<file path="src/rtl/io_port_sender.sv">
// Producer side of the CPU input handshake: a small byte FIFO feeding a
// setup / high / gap strobe sequencer that drives in_port and ready_in.
module io_port_sender #(
    parameter int unsigned BUS_WIDTH    = 8,
    parameter int unsigned FIFO_DEPTH   = 4,
    parameter int unsigned SETUP_CYCLES = 2,
    parameter int unsigned HIGH_CYCLES  = 4,
    parameter int unsigned GAP_CYCLES   = 2
) (
    input  logic                          clk,
    input  logic                          n_reset,
    input  logic [BUS_WIDTH-1:0]          wr_data,
    input  logic                          wr_valid,
    output logic                          wr_ready,
    output logic [BUS_WIDTH-1:0]          in_port,
    output logic                          ready_in,
    output logic                          busy,
    output logic [$clog2(FIFO_DEPTH):0]   fifo_count
);

    localparam int unsigned PtrW   = (FIFO_DEPTH > 1) ? $clog2(FIFO_DEPTH) : 1;
    localparam int unsigned CntW   = $clog2(FIFO_DEPTH) + 1;
    localparam int unsigned MaxSh  = (SETUP_CYCLES > HIGH_CYCLES) ? SETUP_CYCLES : HIGH_CYCLES;
    localparam int unsigned MaxT   = (MaxSh > GAP_CYCLES) ? MaxSh : GAP_CYCLES;
    localparam int unsigned TimerW = $clog2(MaxT + 1);

    typedef enum logic [1:0] {StIdle, StSetup, StHigh, StGap} state_e;

    state_e                state_q, state_d;
    logic [TimerW-1:0]     timer_q, timer_d;
    logic [BUS_WIDTH-1:0]  mem [FIFO_DEPTH];
    logic [PtrW-1:0]       wr_ptr_q, rd_ptr_q;
    logic [CntW-1:0]       count_q, count_d;
    logic [BUS_WIDTH-1:0]  data_q;
    logic                  ready_q;
    logic                  push, pop, empty;

    // Full refuses pushes even when a pop happens the same cycle.
    assign wr_ready   = (count_q != CntW'(FIFO_DEPTH));
    assign empty      = (count_q == '0);
    assign push       = wr_valid & wr_ready;
    assign fifo_count = count_q;
    assign in_port    = data_q;
    assign ready_in   = ready_q;
    assign busy       = (state_q != StIdle) | ~empty;

    always_comb begin
        count_d = count_q;
        unique case ({push, pop})
            2'b10:   count_d = count_q + CntW'(1);
            2'b01:   count_d = count_q - CntW'(1);
            default: count_d = count_q;
        endcase
    end

    always_comb begin
        state_d = state_q;
        timer_d = timer_q;
        pop     = 1'b0;
        unique case (state_q)
            StIdle: begin
                if (!empty) begin
                    pop     = 1'b1;
                    state_d = StSetup;
                    timer_d = TimerW'(SETUP_CYCLES - 1);
                end
            end
            StSetup: begin
                if (timer_q == '0) begin
                    state_d = StHigh;
                    timer_d = TimerW'(HIGH_CYCLES - 1);
                end else begin
                    timer_d = timer_q - TimerW'(1);
                end
            end
            StHigh: begin
                if (timer_q == '0) begin
                    state_d = StGap;
                    timer_d = TimerW'(GAP_CYCLES - 1);
                end else begin
                    timer_d = timer_q - TimerW'(1);
                end
            end
            StGap: begin
                if (timer_q == '0) begin
                    state_d = StIdle;
                end else begin
                    timer_d = timer_q - TimerW'(1);
                end
            end
            default: begin
                state_d = StIdle;
                timer_d = '0;
            end
        endcase
    end

    always_ff @(posedge clk or negedge n_reset) begin
        if (!n_reset) begin
            state_q  <= StIdle;
            timer_q  <= '0;
            wr_ptr_q <= '0;
            rd_ptr_q <= '0;
            count_q  <= '0;
            data_q   <= '0;
            ready_q  <= 1'b0;
        end else begin
            state_q <= state_d;
            timer_q <= timer_d;
            count_q <= count_d;
            // ready_in is registered from the next state so it is high exactly while in StHigh.
            ready_q <= (state_d == StHigh);
            if (push) wr_ptr_q <= wr_ptr_q + PtrW'(1);
            if (pop) begin
                rd_ptr_q <= rd_ptr_q + PtrW'(1);
                data_q   <= mem[rd_ptr_q];
            end
        end
    end

    always_ff @(posedge clk) begin
        if (push) mem[wr_ptr_q] <= wr_data;
    end

endmodule

</file>
<file path="config.mk">
export PLATFORM = sky130hd
export DESIGN_NAME = io_port_sender
export DESIGN_NICKNAME = d
export VERILOG_FILES = /design/src/rtl/io_port_sender.sv
export SDC_FILE = /design/constraint.sdc
export NUM_CORES = 1
export LEC_CHECK = 0
export ABC_AREA = 1
export CELL_PAD_IN_SITES_DETAIL_PLACEMENT = 0
export CELL_PAD_IN_SITES_GLOBAL_PLACEMENT = 2
export CORE_MARGIN = 2
export CORE_UTILIZATION = 40
export DETAILED_ROUTE_END_ITERATION = 10
export DONT_BUFFER_PORTS = 1
export PLACE_DENSITY_LB_ADDON = 0.1
export RECOVER_POWER = 100
export SYNTH_ARGS = -nofsm -noshare
export SYNTH_HDL_FRONTEND = slang
export SYNTH_SLANG_ARGS = --single-unit
</file>
<file path="constraint.sdc">
create_clock -name clk -period 2.4 [get_ports clk]
set_input_delay 0.48 -clock clk [delete_from_list [all_inputs] [get_ports clk]]
set_output_delay 0.48 -clock clk [all_outputs]
set_load 0.02 [all_outputs]
</file>
### Yosys cells after proc, flatten, opt, wreduce, memory -nomap -nowiden

Memory sizes are Yosys's and may differ from the RTL's. A register that Yosys moved wholly into a read port is not among the register bits.
Index checks and enable logic that the tools add are counted.

| storage, ports and cells | value |
|---|---|
| register bits after elaboration | 13 |
| memory bits (writable) | 32 |
| output and inout bits | 14 |
| memories | 1 |

| cells by class | value |
|---|---|
| add/sub/neg operators | 5 |
| equality and inequality tests | 9 |
| muxes and demuxes | 15 |
| bitwise operators | 3 |
| reductions and logical operators | 7 |

Memory list:

| memory | depth | bits a word | rd ports | clocked after Yosys merged registers in | wr ports | line | text |
|---|---|---|---|---|---|---|---|
| mem | 4 | 8 | 1 | 1 | 1 | 31 | `logic [BUS_WIDTH-1:0] mem [FIFO_DEPTH];` |

Operators by type and width:

| operator | count |
|---|---|
| 3-bit 2-to-1 mux | 4 |
| 3-bit case mux with 4 select lines | 1 |
| 2-bit equality test, second input constant | 4 |
| 2-bit 2-to-1 mux | 4 |
| 2-bit case mux with 4 select lines | 1 |
| 3-bit zero test | 2 |
| 3-bit case mux with 2 select lines | 1 |
| 3-bit by 1-bit subtractor with 3-bit output, second input constant | 2 |
| 2-bit by 1-bit adder with 2-bit output, second input constant | 2 |
| 2-bit by 1-bit equality test with 1-bit output, second input constant | 2 |
| 1-bit 2-to-1 mux | 4 |
| 2-bit inequality test, second input constant | 2 |
| 2-bit nonzero test | 2 |
| 3-bit by 1-bit adder with 3-bit output, second input constant | 1 |
| 3-bit inequality test, second input constant | 1 |
| 2-bit zero test | 1 |
| 2-bit AND reduction | 1 |
| 1-bit bitwise AND | 1 |
| 1-bit zero test | 1 |
| 1-bit NOT | 1 |
| 1-bit OR | 1 |

### Longest topological paths before layout

Gate-level depths: netlist of the first run.

| logic depth | value |
|---|---|
| depth after elaboration | 5 |
| mapped depth | 10 |
| depth with buffers taken out | 10 |

### Worst setup path before layout of the first run

Ideal clock, no wire load.

| timing | value |
|---|---|
| path kind | register -> register |
| start point | register count_q[1] (netlist: fifo_count[1]) |
| end point | register count_q[2] (netlist: fifo_count[2]) |
| library setup time | 0.131 ns |
| arrival time | 1.939 ns |
| required time | 2.269 ns |
| setup slack | 0.330 ns |
| cell stages (with the launch flop) | 10 |
| path buffers | 0 |
| cells stage by stage | dfrtp_1 > nor2_4 > nand2_1 > nand2_2 > ha_1 > inv_1 > fa_1 > a21oi_1 > o21ai_0 > xor2_1 |

RTL lines:

| element | line | text |
|---|---|---|
| start, declared | 33 | `logic [CntW-1:0] count_q, count_d;` |
| start signal, assigned | 110 | `count_q <= count_d;` |
| 3-bit inequality test * | 39 | `assign wr_ready = (count_q != CntW'(FIFO_DEPTH));` |
| named net wr_ready | 14 | `output logic wr_ready,` |
| 1-bit bitwise AND * | 41 | `assign push = wr_valid & wr_ready;` |
| 2-bit by 1-bit equality test with 1-bit output / 2-bit equality test (equally long branches) | 49 | `unique case ({push, pop})` |
| 3-bit case mux with 2 select lines / 2-bit nonzero test (equally long branches) | - |  |

The timed path passes the listed nets; every way through them passes the cells marked *.
A chain may end at the register's enable or synchronous reset.

### Final worst setup path of the first run

| timing | value |
|---|---|
| start point | register count_q[1] (netlist: fifo_count[1]) |
| end point | register count_q[2] (netlist: fifo_count[2]) |

| between the ends | value |
|---|---|
| word-level cells in the longest chain between the ends | 5 |

Ends and longest elaborated chain:

| element | line | text |
|---|---|---|
| 3-bit zero test | 40 | `assign empty = (count_q == '0);` |
| 1-bit 2-to-1 mux | 62 | `if (!empty) begin` |
| 1-bit 2-to-1 mux | 60 | `unique case (state_q)` |
| 2-bit by 1-bit equality test with 1-bit output / 2-bit equality test (equally long branches) | 49 |  |
| 3-bit case mux with 2 select lines / 2-bit nonzero test (equally long branches) | - |  |

Parallel ways exist; a longest one is shown, timed or not.

==> results.md, run 1 <==
- Outcome: completed
- Worst slew margin: 0.341
- Seq/Total Area, Yosys: 0.633
- HPWL Detailed: 3010 um
- Vias in the first global route: 1406
- Final #Nets: 252
- H-tree depth: 2
- RD Place Congestion: 0.786
- Clock-pin slew on the worst setup and hold paths: 100 ps
- Top cells by count, synth: nand2_1 (53), nor2_1 (41), edfxtp_1 (32)
- Largest net degree at the start of global routing: 22
- Final min period: 2110 ps
- Slowest stage delay, CP: 510 ps
- Peak supply drop: 0.415 mV
- Syn. warnings: 0
- R2R cell count: 9
- Syn Nets: 242
- Crit-path max FO: 8
- Cell count after synthesis: 223
- Starting Density: 0.422
- Die Ht: 80.6 um
- Crit path max-delay family: adder cells
- CTS tree: done
- R2R setup slack: 290 ps
- Root Driver: clkbuf_8
- WP data required: 2590 ps
- Area growth syn-to-layout: 6.82%
- WL final: 4250 um
- Setup Viol. Count Final: 0
- Gr usage total: 0.145
- Max-slew violations: 0
- Post-synthesis mux area share: 0
- Final period utilization: 0.879
- Cell count along the critical path: 9
- CP bufs+invs: 1
- RR Startpoint: fifo_count[1]$_DFFE_PN0P_
- Netlist cell types: 23
- Largest family of logic cells by synthesized area: simple AND/OR/NAND/NOR gates
- First DRT Iteration DRCs: 64
- Mapped Area: 0.00235 mm2
- Share of the synthesized area in the top cell type: 0.409
- Layout cells sized above 1: 0.0769
- Standard-cell rows: 27
- Clock skew: 9.24 ps
- Seq cells post-synth: 53
- HP Start: wr_data[0]
- Class of the worst hold path: input pin to flop
- Post-route DRC: 0
- Standard cell area after detailed placement: 0.00244 mm2
- Total CTS buffers: 5
- Post-route cell area: 0.00251 mm2
- Post-Synth Simple-Gate Area: 0.194
- LEAKAGE: 1.08 nW
- Dominant cell type by area after synthesis: edfxtp_1
- Via count: 1437
- Achievable frequency: 0.474 GHz
- Syn Area/Cell: 10.5 um2
- Skew-Pair Late Insertion Delay: 310 ps
- Core footprint: 0.00557 mm2
- Fin Setup TNS: 0 ps
- Post-synthesis compound-gate area fraction: 0.0485
- Ranking of synthesized cells by area: edfxtp_1 (41%), dfrtp_1 (22%), nand2_1 (8.5%), nor2_1 (6.5%), ha_1 (3.7%)
- Post-CTS Setup Bufs: 0
- Critical path origin: fifo_count[1]$_DFFE_PN0P_
- Drt first pass iters: 6
- Clk sinks: 53
- CP max stage cell: dfrtp_1
- Post-Synth Adder-Cell Area: 0.0458
- Most frequent cell after synthesis: nand2_1
- Max_cap viols: 0
- Pwr dens: 1290 mW/mm2
- Worst setup endpoint: fifo_count[2]$_DFFE_PN0P_
- Setup crit end kind: flop
- Unrepaired setup endpoints after global routing: no
- Ys async rst share: 0.396
- I/O Buffers: 0
- Critical path launch point type: flop
- Die area: 0.00650 mm2
- I/O pin count: 25
- Worst-Margin Slew: 985 ps
- Top_reg_cell synth: edfxtp_1
- EDFF count, synth: 32
- Final Hold Fails: 0
- Remaining Overflow, GRT: 0
- Clock Tree Buf Depth: 2
- Xor-xnor portion of the synthesized cell area: 0.0181
- CP cell instances: nor2_4, nand2_1, nand2_2, ha_1, inv_1, fa_1, a21oi_1, o21ai_0, xor2_1
- Vias per cell: 4.70
- Diode count: 0
- Crit path DAT: 2290 ps
- First-pass GRT wire length: 6900 um
- Critical path type: flop to flop
- Die X: 80.6 um
- Detail Route Antenna Nets: 0
- Worst flop-to-flop path endpoint: fifo_count[2]$_DFFE_PN0P_
- WL/cell: 13.9 um
- Initial antenna violation count: 0
==> cell type report <==
cell class              count  area [um2]
flip-flops and latches     53        1490
fillers                   553        3060
repair buffers              8        40.0
inverters                  24        90.1
clock buffers               5        68.8
multi-input cells         141         713
well taps                  72        90.1
clock inverters             3        21.3
==> per-stage QoR <==
step                total power [mW]  hold WS [ps]  worst slack (ps)  utilization  instances
global route                    3.53           241               131        0.450        306
floorplan                       2.53           184               330            -        223
detailed placement              2.81           185               272        0.438        297
finish                          3.24           259               291        0.450        306
global placement                2.77           185               362        0.438        297
CTS                             3.32           252               256        0.456        306
==> worst min path at each step <==
| stage | cells after the start | slack, ps | endpoint |
|---|---|---|---|
| 2_1_floorplan | 0 | 180 | fifo_count[0]$_DFFE_PN0P_ |
| 3_3_place_gp | 0 | 180 | timer_q[1]$_DFFE_PN0P_ |
| 3_5_place_dp | 0 | 190 | timer_q[1]$_DFFE_PN0P_ |
| 4_1_cts | 0 | 250 | mem[2][4]$_DFFE_PP_ |
| 5_1_grt | 0 | 240 | mem[2][6]$_DFFE_PP_ |
| 6_report | 0 | 260 | mem[2][0]$_DFFE_PP_ |
==> flip-flops by register name, indices dropped and copies added (netlist names) <==
register / flops
ready_in: 1
timer_q: 3
wr_ptr_q: 2
in_port: 8
rd_ptr_q: 2
fifo_count: 3
state_q: 2
mem: 32
==> cell usage in the layout, fill, tap and decap left out, types with 3 or more instances in the layout <==
cell type,n
clkbuf_1,6
clkbuf_8,5
nor2_1,41
o21ai_1,8
nand3_1,5
nand2_1,54
o21ai_0,11
inv_1,22
edfxtp_1,32
ha_1,7
dfrtp_1,21
nand2_2,3
==> power by group <==
group / total (mW) / internal, mW / switching, mW
registers: 1.58 / 1.27 / 0.318
logic: 1.15 / 0.399 / 0.748
clock network: 0.506 / 0.208 / 0.299
==> what timing repair did <==
| item | 4_1_cts | 5_1_grt |
|---|---|---|
| hold buffers | 1 | 0 |
| gates resized for setup | 0 | 0 |
| hold endpoints to repair | 21 | 0 |
==> routing by layer <==
| metal | share of wire | global-route usage |
|---|---|---|
| met1 | 0.46 | 0.183 |
| met2 | 0.48 | 0.245 |
| met3 | 0.051 | 0.0404 |
| met4 | 0.012 | 0.0407 |
| met5 | 0 | 0 |
==> cells by family after synthesis <==
| group | after synthesis |
|---|---|
| fa+ha+maj | 8 |
| compound gates | 22 |
| xor+xnor | 4 |
| flops | 53 |
| buf+inv | 29 |
| simple gates | 107 |
No activity file was read; power rests on OpenSTA's default activity.
==> run 2: changes to the inputs <==
--- a/config.mk
+++ b/config.mk
@@ -10,10 +10,12 @@
 export CELL_PAD_IN_SITES_GLOBAL_PLACEMENT = 2
 export CORE_MARGIN = 2
 export CORE_UTILIZATION = 40
+export CTS_CLUSTER_SIZE = 14
 export DETAILED_ROUTE_END_ITERATION = 10
 export DONT_BUFFER_PORTS = 1
 export PLACE_DENSITY_LB_ADDON = 0.1
 export RECOVER_POWER = 100
+export REMOVE_ABC_BUFFERS = 1
 export SYNTH_ARGS = -nofsm -noshare
 export SYNTH_HDL_FRONTEND = slang
 export SYNTH_SLANG_ARGS = --single-unit
==> results.md, run 2 (synthesis results as in run 1) <==
- RD Place Congestion: 0.814
- Setup crit end kind: flop
- RR Startpoint: fifo_count[1]$_DFFE_PN0P_
- Drt first pass iters: 4
- Max-slew violations: 0
- Starting Density: 0.422
- Fin Setup TNS: 0 ps
- Pwr dens: 1280 mW/mm2
- Largest net degree at the start of global routing: 22
- CP cell instances: nor2_4, nand2_1, nand2_2, ha_1, inv_1, fa_1, a21oi_1, o21ai_0, xor2_1
- First-pass GRT wire length: 6810 um
- Slowest stage delay, CP: 510 ps
- First DRT Iteration DRCs: 60
- Max FFs per register: 32
- CTS tree: done
- I/O Buffers: 0
- WL/cell: 14.1 um
- Finished Layout Cells: 305
- Commonest non-fill, non-tap cell in the layout: nand2_1
- CP max stage cell: dfrtp_1
- Via count: 1445
- Gates resized, CTS repair: 0
- Post-CTS Hold Buffers: 1
- Die X: 80.6 um
- Post-route DRC: 0
- Worst-Margin Slew: 986 ps
- Max_cap viols: 0
- Critical path launch point type: flop
- Final period utilization: 0.871
- WP data required: 2580 ps
- Sw Ratio: 0.419
- Cell count after placement: 296
- Worst flop-to-flop path endpoint: fifo_count[2]$_DFFE_PN0P_
- Crit-path max FO: 8
- Achievable frequency: 0.479 GHz
- HPWL Detailed: 3060 um
- Clock skew: 6.57 ps
- Post-CTS Setup Bufs: 0
- Gr usage total: 0.142
- Hold Path Depth: 0
- Clk pwr share: 0.152
- Initial antenna violation count: 0
- Detail Route Antenna Nets: 0
- Worst Hold End: mem[1][4]$_DFFE_PP_
- Layout cells sized above 1: 0.0687
- Skew-Pair Late Insertion Delay: 300 ps
- Final #Nets: 251
- Setup Viol. Count Final: 0
- Remaining Overflow, GRT: 0
- LEAKAGE: 1.07 nW
- Switching pwr: 1.34 mW
- Vias in the first global route: 1379
- Critical path type: flop to flop
- Clock Tree Buf Depth: 2
- Multi-input combinational cell area: 699 um2
- Worst slew margin: 0.340
- Class of the worst hold path: input pin to flop
- Int Power: 1.86 mW
- Outcome: completed
- Commonest non-fill, non-tap cells in the layout: nand2_1 (53), nor2_1 (42), edfxtp_1 (32), inv_1 (23), dfrtp_1 (21)
- Seq. cell area: 0.00149 mm2
- Final min period: 2090 ps
- Fillers: 529
- Comb pwr share: 0.337
- Diode count: 0
- Core footprint: 0.00557 mm2
- Clk sinks: 53
- Total CTS buffers: 5
- H-tree depth: 2
- Clock-pin slew on the worst setup and hold paths: 90 ps
- Area growth syn-to-layout: 5.91%
- Die area: 0.00650 mm2
- Top reg by flops: mem
- Peak supply drop: 0.507 mV
- Crit path DAT: 2270 ps
- HP Start: wr_data[4]
- R2R cell count: 9
- R2R setup slack: 310 ps
- I/O pin count: 25
- Unrepaired setup endpoints after global routing: no
- WL final: 4290 um
- Die Ht: 80.6 um
- Standard-cell rows: 27
- Vias per cell: 4.74
- Final Hold Fails: 0
- Sequential power share: 0.511
- Root Driver: clkbuf_8
run 2: stage by stage:
stage	setup slack, ps	area [um2]	power (mW)	hold WS (ps)	utilization
floorplan	330	2300	2.44	184	-
global placement	372	2430	2.74	185	0.436
detailed placement	293	2430	2.79	185	0.436
CTS	280	2530	3.30	256	0.454
global route	144	2490	3.48	245	0.446
finish	310	2490	3.20	267	0.446
run 2: worst max path at each step:
stage | from | end | slack [ps] | cells past startpoint
CTS | fifo_count[1]$_DFFE_PN0P_ | fifo_count[2]$_DFFE_PN0P_ | 280 | 9
global placement | fifo_count[1]$_DFFE_PN0P_ | fifo_count[2]$_DFFE_PN0P_ | 370 | 9
global route | fifo_count[1]$_DFFE_PN0P_ | fifo_count[2]$_DFFE_PN0P_ | 140 | 9
finish | fifo_count[1]$_DFFE_PN0P_ | fifo_count[2]$_DFFE_PN0P_ | 310 | 9
detailed placement | fifo_count[1]$_DFFE_PN0P_ | fifo_count[2]$_DFFE_PN0P_ | 290 | 9
floorplan | fifo_count[1]$_DFFE_PN0P_ | fifo_count[2]$_DFFE_PN0P_ | 330 | 9
run 2: cell type report:
cell class	instances	area share
clock buffers	5	0.0277
multi-input cells	141	0.281
clock inverters	3	0.00704
flip-flops and latches	53	0.597
repair buffers	7	0.0146
inverters	24	0.0362
well taps	72	0.0362
run 2: power groups by stage:
stage | Combinational, mW | Clock (mW) | Sequential (mW)
floorplan | 0.858 | 0 | 1.58
global placement | 1.11 | 0 | 1.64
detailed placement | 1.14 | 0 | 1.66
CTS | 1.15 | 0.511 | 1.64
global route | 1.25 | 0.545 | 1.68
finish | 1.08 | 0.487 | 1.63
run 2: critical path, delay by kind of cell (launching register included):
| kind | cells | cell delay (ps) |
|---|---|---|
| AO/OA/AOI/OAI | 2 | 270 |
| XOR/XNOR | 1 | 150 |
| adder cells (fa/ha/maj) | 2 | 560 |
| buffers and inverters | 1 | 70 |
| AND/OR/NAND/NOR | 3 | 420 |
| flip-flops | 1 | 510 |
run 2: layer usage:
layer | wire (um) | GRT usage
met2 | 2080 | 0.237
met3 | 234 | 0.0472
met4 | 35 | 0.0305
met5 | 0 | 0
met1 | 1930 | 0.180
==> run 3: changes to the inputs <==
==> constraint.sdc (replaced) <==
create_clock -name clk -period 2.2 [get_ports clk]
set_input_delay 0.44 -clock clk [delete_from_list [all_inputs] [get_ports clk]]
set_output_delay 0.44 -clock clk [all_outputs]
set_load 0.02 [all_outputs]
==> results.md, run 3 (synthesis results as in run 1) <==
- Root Driver: clkbuf_8
- Die X: 80.6 um
- Total CTS buffers: 5
- Core footprint: 0.00557 mm2
- HPWL Detailed: 2970 um
- CTS tree: done
- Remaining Overflow, GRT: 0
- CP bufs+invs: 2
- WP data required: 2380 ps
- Final Hold Fails: 0
- Pwr dens: 1400 mW/mm2
- Crit path DAT: 2170 ps
- Max_cap viols: 0
- R2R setup slack: 220 ps
- Clock-pin slew on the worst setup and hold paths: 100 ps
- Fin Setup TNS: 0 ps
- CP cell instances: nor2_4, nand2_1, inv_2, ha_1, inv_1, fa_1, a21oi_1, o21ai_0, xor2_1
- Hold Path Depth: 0
- I/O Buffers: 0
- Outcome: completed
- Final hold slack: 229 ps
- RD Place Congestion: 0.769
- Gr usage total: 0.144
- Die area: 0.00650 mm2
- Worst-Margin Slew: 990 ps
- Via count: 1420
- Post-route DRC: 0
- RR Startpoint: state_q[1]$_DFF_PN0_
- Peak supply drop: 0.571 mV
- Worst setup endpoint: fifo_count[2]$_DFFE_PN0P_
- Crit path max-delay family: adder cells
- Final min period: 1980 ps
- I/O pin count: 25
- Setup crit end kind: flop
- Initial antenna violation count: 0
- Gates resized, CTS repair: 0
- Drt first pass iters: 4
- Critical path origin: state_q[1]$_DFF_PN0_
- Max FFs per register: 32
- Standard-cell rows: 27
- Critical path launch point type: flop
- Slowest stage delay, CP: 450 ps
- Detail Route Antenna Nets: 0
- Cell count along the critical path: 9
- R2R cell count: 9
- Area growth syn-to-layout: 7.19%
- Commonest non-fill, non-tap cells in the layout: nand2_1 (54), nor2_1 (41), edfxtp_1 (32), inv_1 (23), dfrtp_1 (21)
- Critical path type: flop to flop
- Vias per cell: 4.61
- Worst slew margin: 0.338
- Unrepaired setup endpoints after global routing: no
- WL/cell: 13.5 um
- Skew-Pair Late Insertion Delay: 300 ps
- H-tree depth: 2
- Commonest non-fill, non-tap cell in the layout: nand2_1
- Final #Nets: 254
- Class of the worst hold path: input pin to flop
- Crit-path max FO: 10
- Final period utilization: 0.901
- Worst flop-to-flop path endpoint: fifo_count[2]$_DFFE_PN0P_
- Top reg by flops: mem
- Vias in the first global route: 1436
- WL final: 4160 um
- Clk sinks: 53
- Starting Density: 0.422
- Setup Viol. Count Final: 0
- Max-slew violations: 0
- Standard cell area after detailed placement: 0.00245 mm2
- Largest net degree at the start of global routing: 22
- First DRT Iteration DRCs: 30
- Layout cells sized above 1: 0.0720
- Diode count: 0
- First-pass GRT wire length: 6930 um
- Clock skew: 10.0 ps
- Achievable frequency: 0.504 GHz
- Post-route cell area: 0.00252 mm2
- Die Ht: 80.6 um
- LEAKAGE: 1.09 nW
- Clock Tree Buf Depth: 2
- CP max stage cell: dfrtp_1
## run 3: final cells by class
type	count	area, um2
fill	540	3060
sequential	53	1490
multi-input combinational	141	713
inverter	24	90.1
tap	72	90.1
clock buffer	5	68.8
timing repair buffer	10	47.5
clock inverter	3	22.5
## run 3: per-layer routing
layer	global-route usage	share of wire	vias to the layer above
met5	0	0	-
met4	0.0356	0.0072	0
met3	0.0494	0.047	4
met2	0.245	0.48	25
met1	0.176	0.46	656
li1	-	-	735
## run 3: how the worst min path moves through the flow
stage	from	to	slack, ps
3_3_place_gp	n_reset	timer_q[1]$_DFFE_PN0P_	140
4_1_cts	wr_data[1]	mem[2][1]$_DFFE_PP_	210
3_5_place_dp	n_reset	timer_q[1]$_DFFE_PN0P_	140
5_1_grt	wr_data[7]	mem[1][7]$_DFFE_PP_	200
6_report	wr_data[1]	mem[3][1]$_DFFE_PP_	230
2_1_floorplan	n_reset	fifo_count[0]$_DFFE_PN0P_	140
## run 3: metrics by stage
step	utilization	instances	total power, mW	worst slack [ps]
floorplan	-	218	2.66	130
global placement	0.440	299	3.03	279
detailed placement	0.440	299	3.07	218
CTS	0.459	308	3.64	212
global route	0.452	308	3.85	56.4
finish	0.452	308	3.52	218
## run 3: what timing repair did
action | 4_1_cts | 5_1_grt
hold endpoints to repair | 21 | 0
setup buffers | 0 | 0
hold buffers | 1 | 0
## run 3: report_power, final
| part | internal [mW] | switching, mW | total (mW) |
|---|---|---|---|
| sequential | 1.38 | 0.349 | 1.73 |
| clock | 0.226 | 0.313 | 0.539 |
| combinational | 0.437 | 0.807 | 1.24 |
| total | 2.05 | 1.47 | 3.52 |
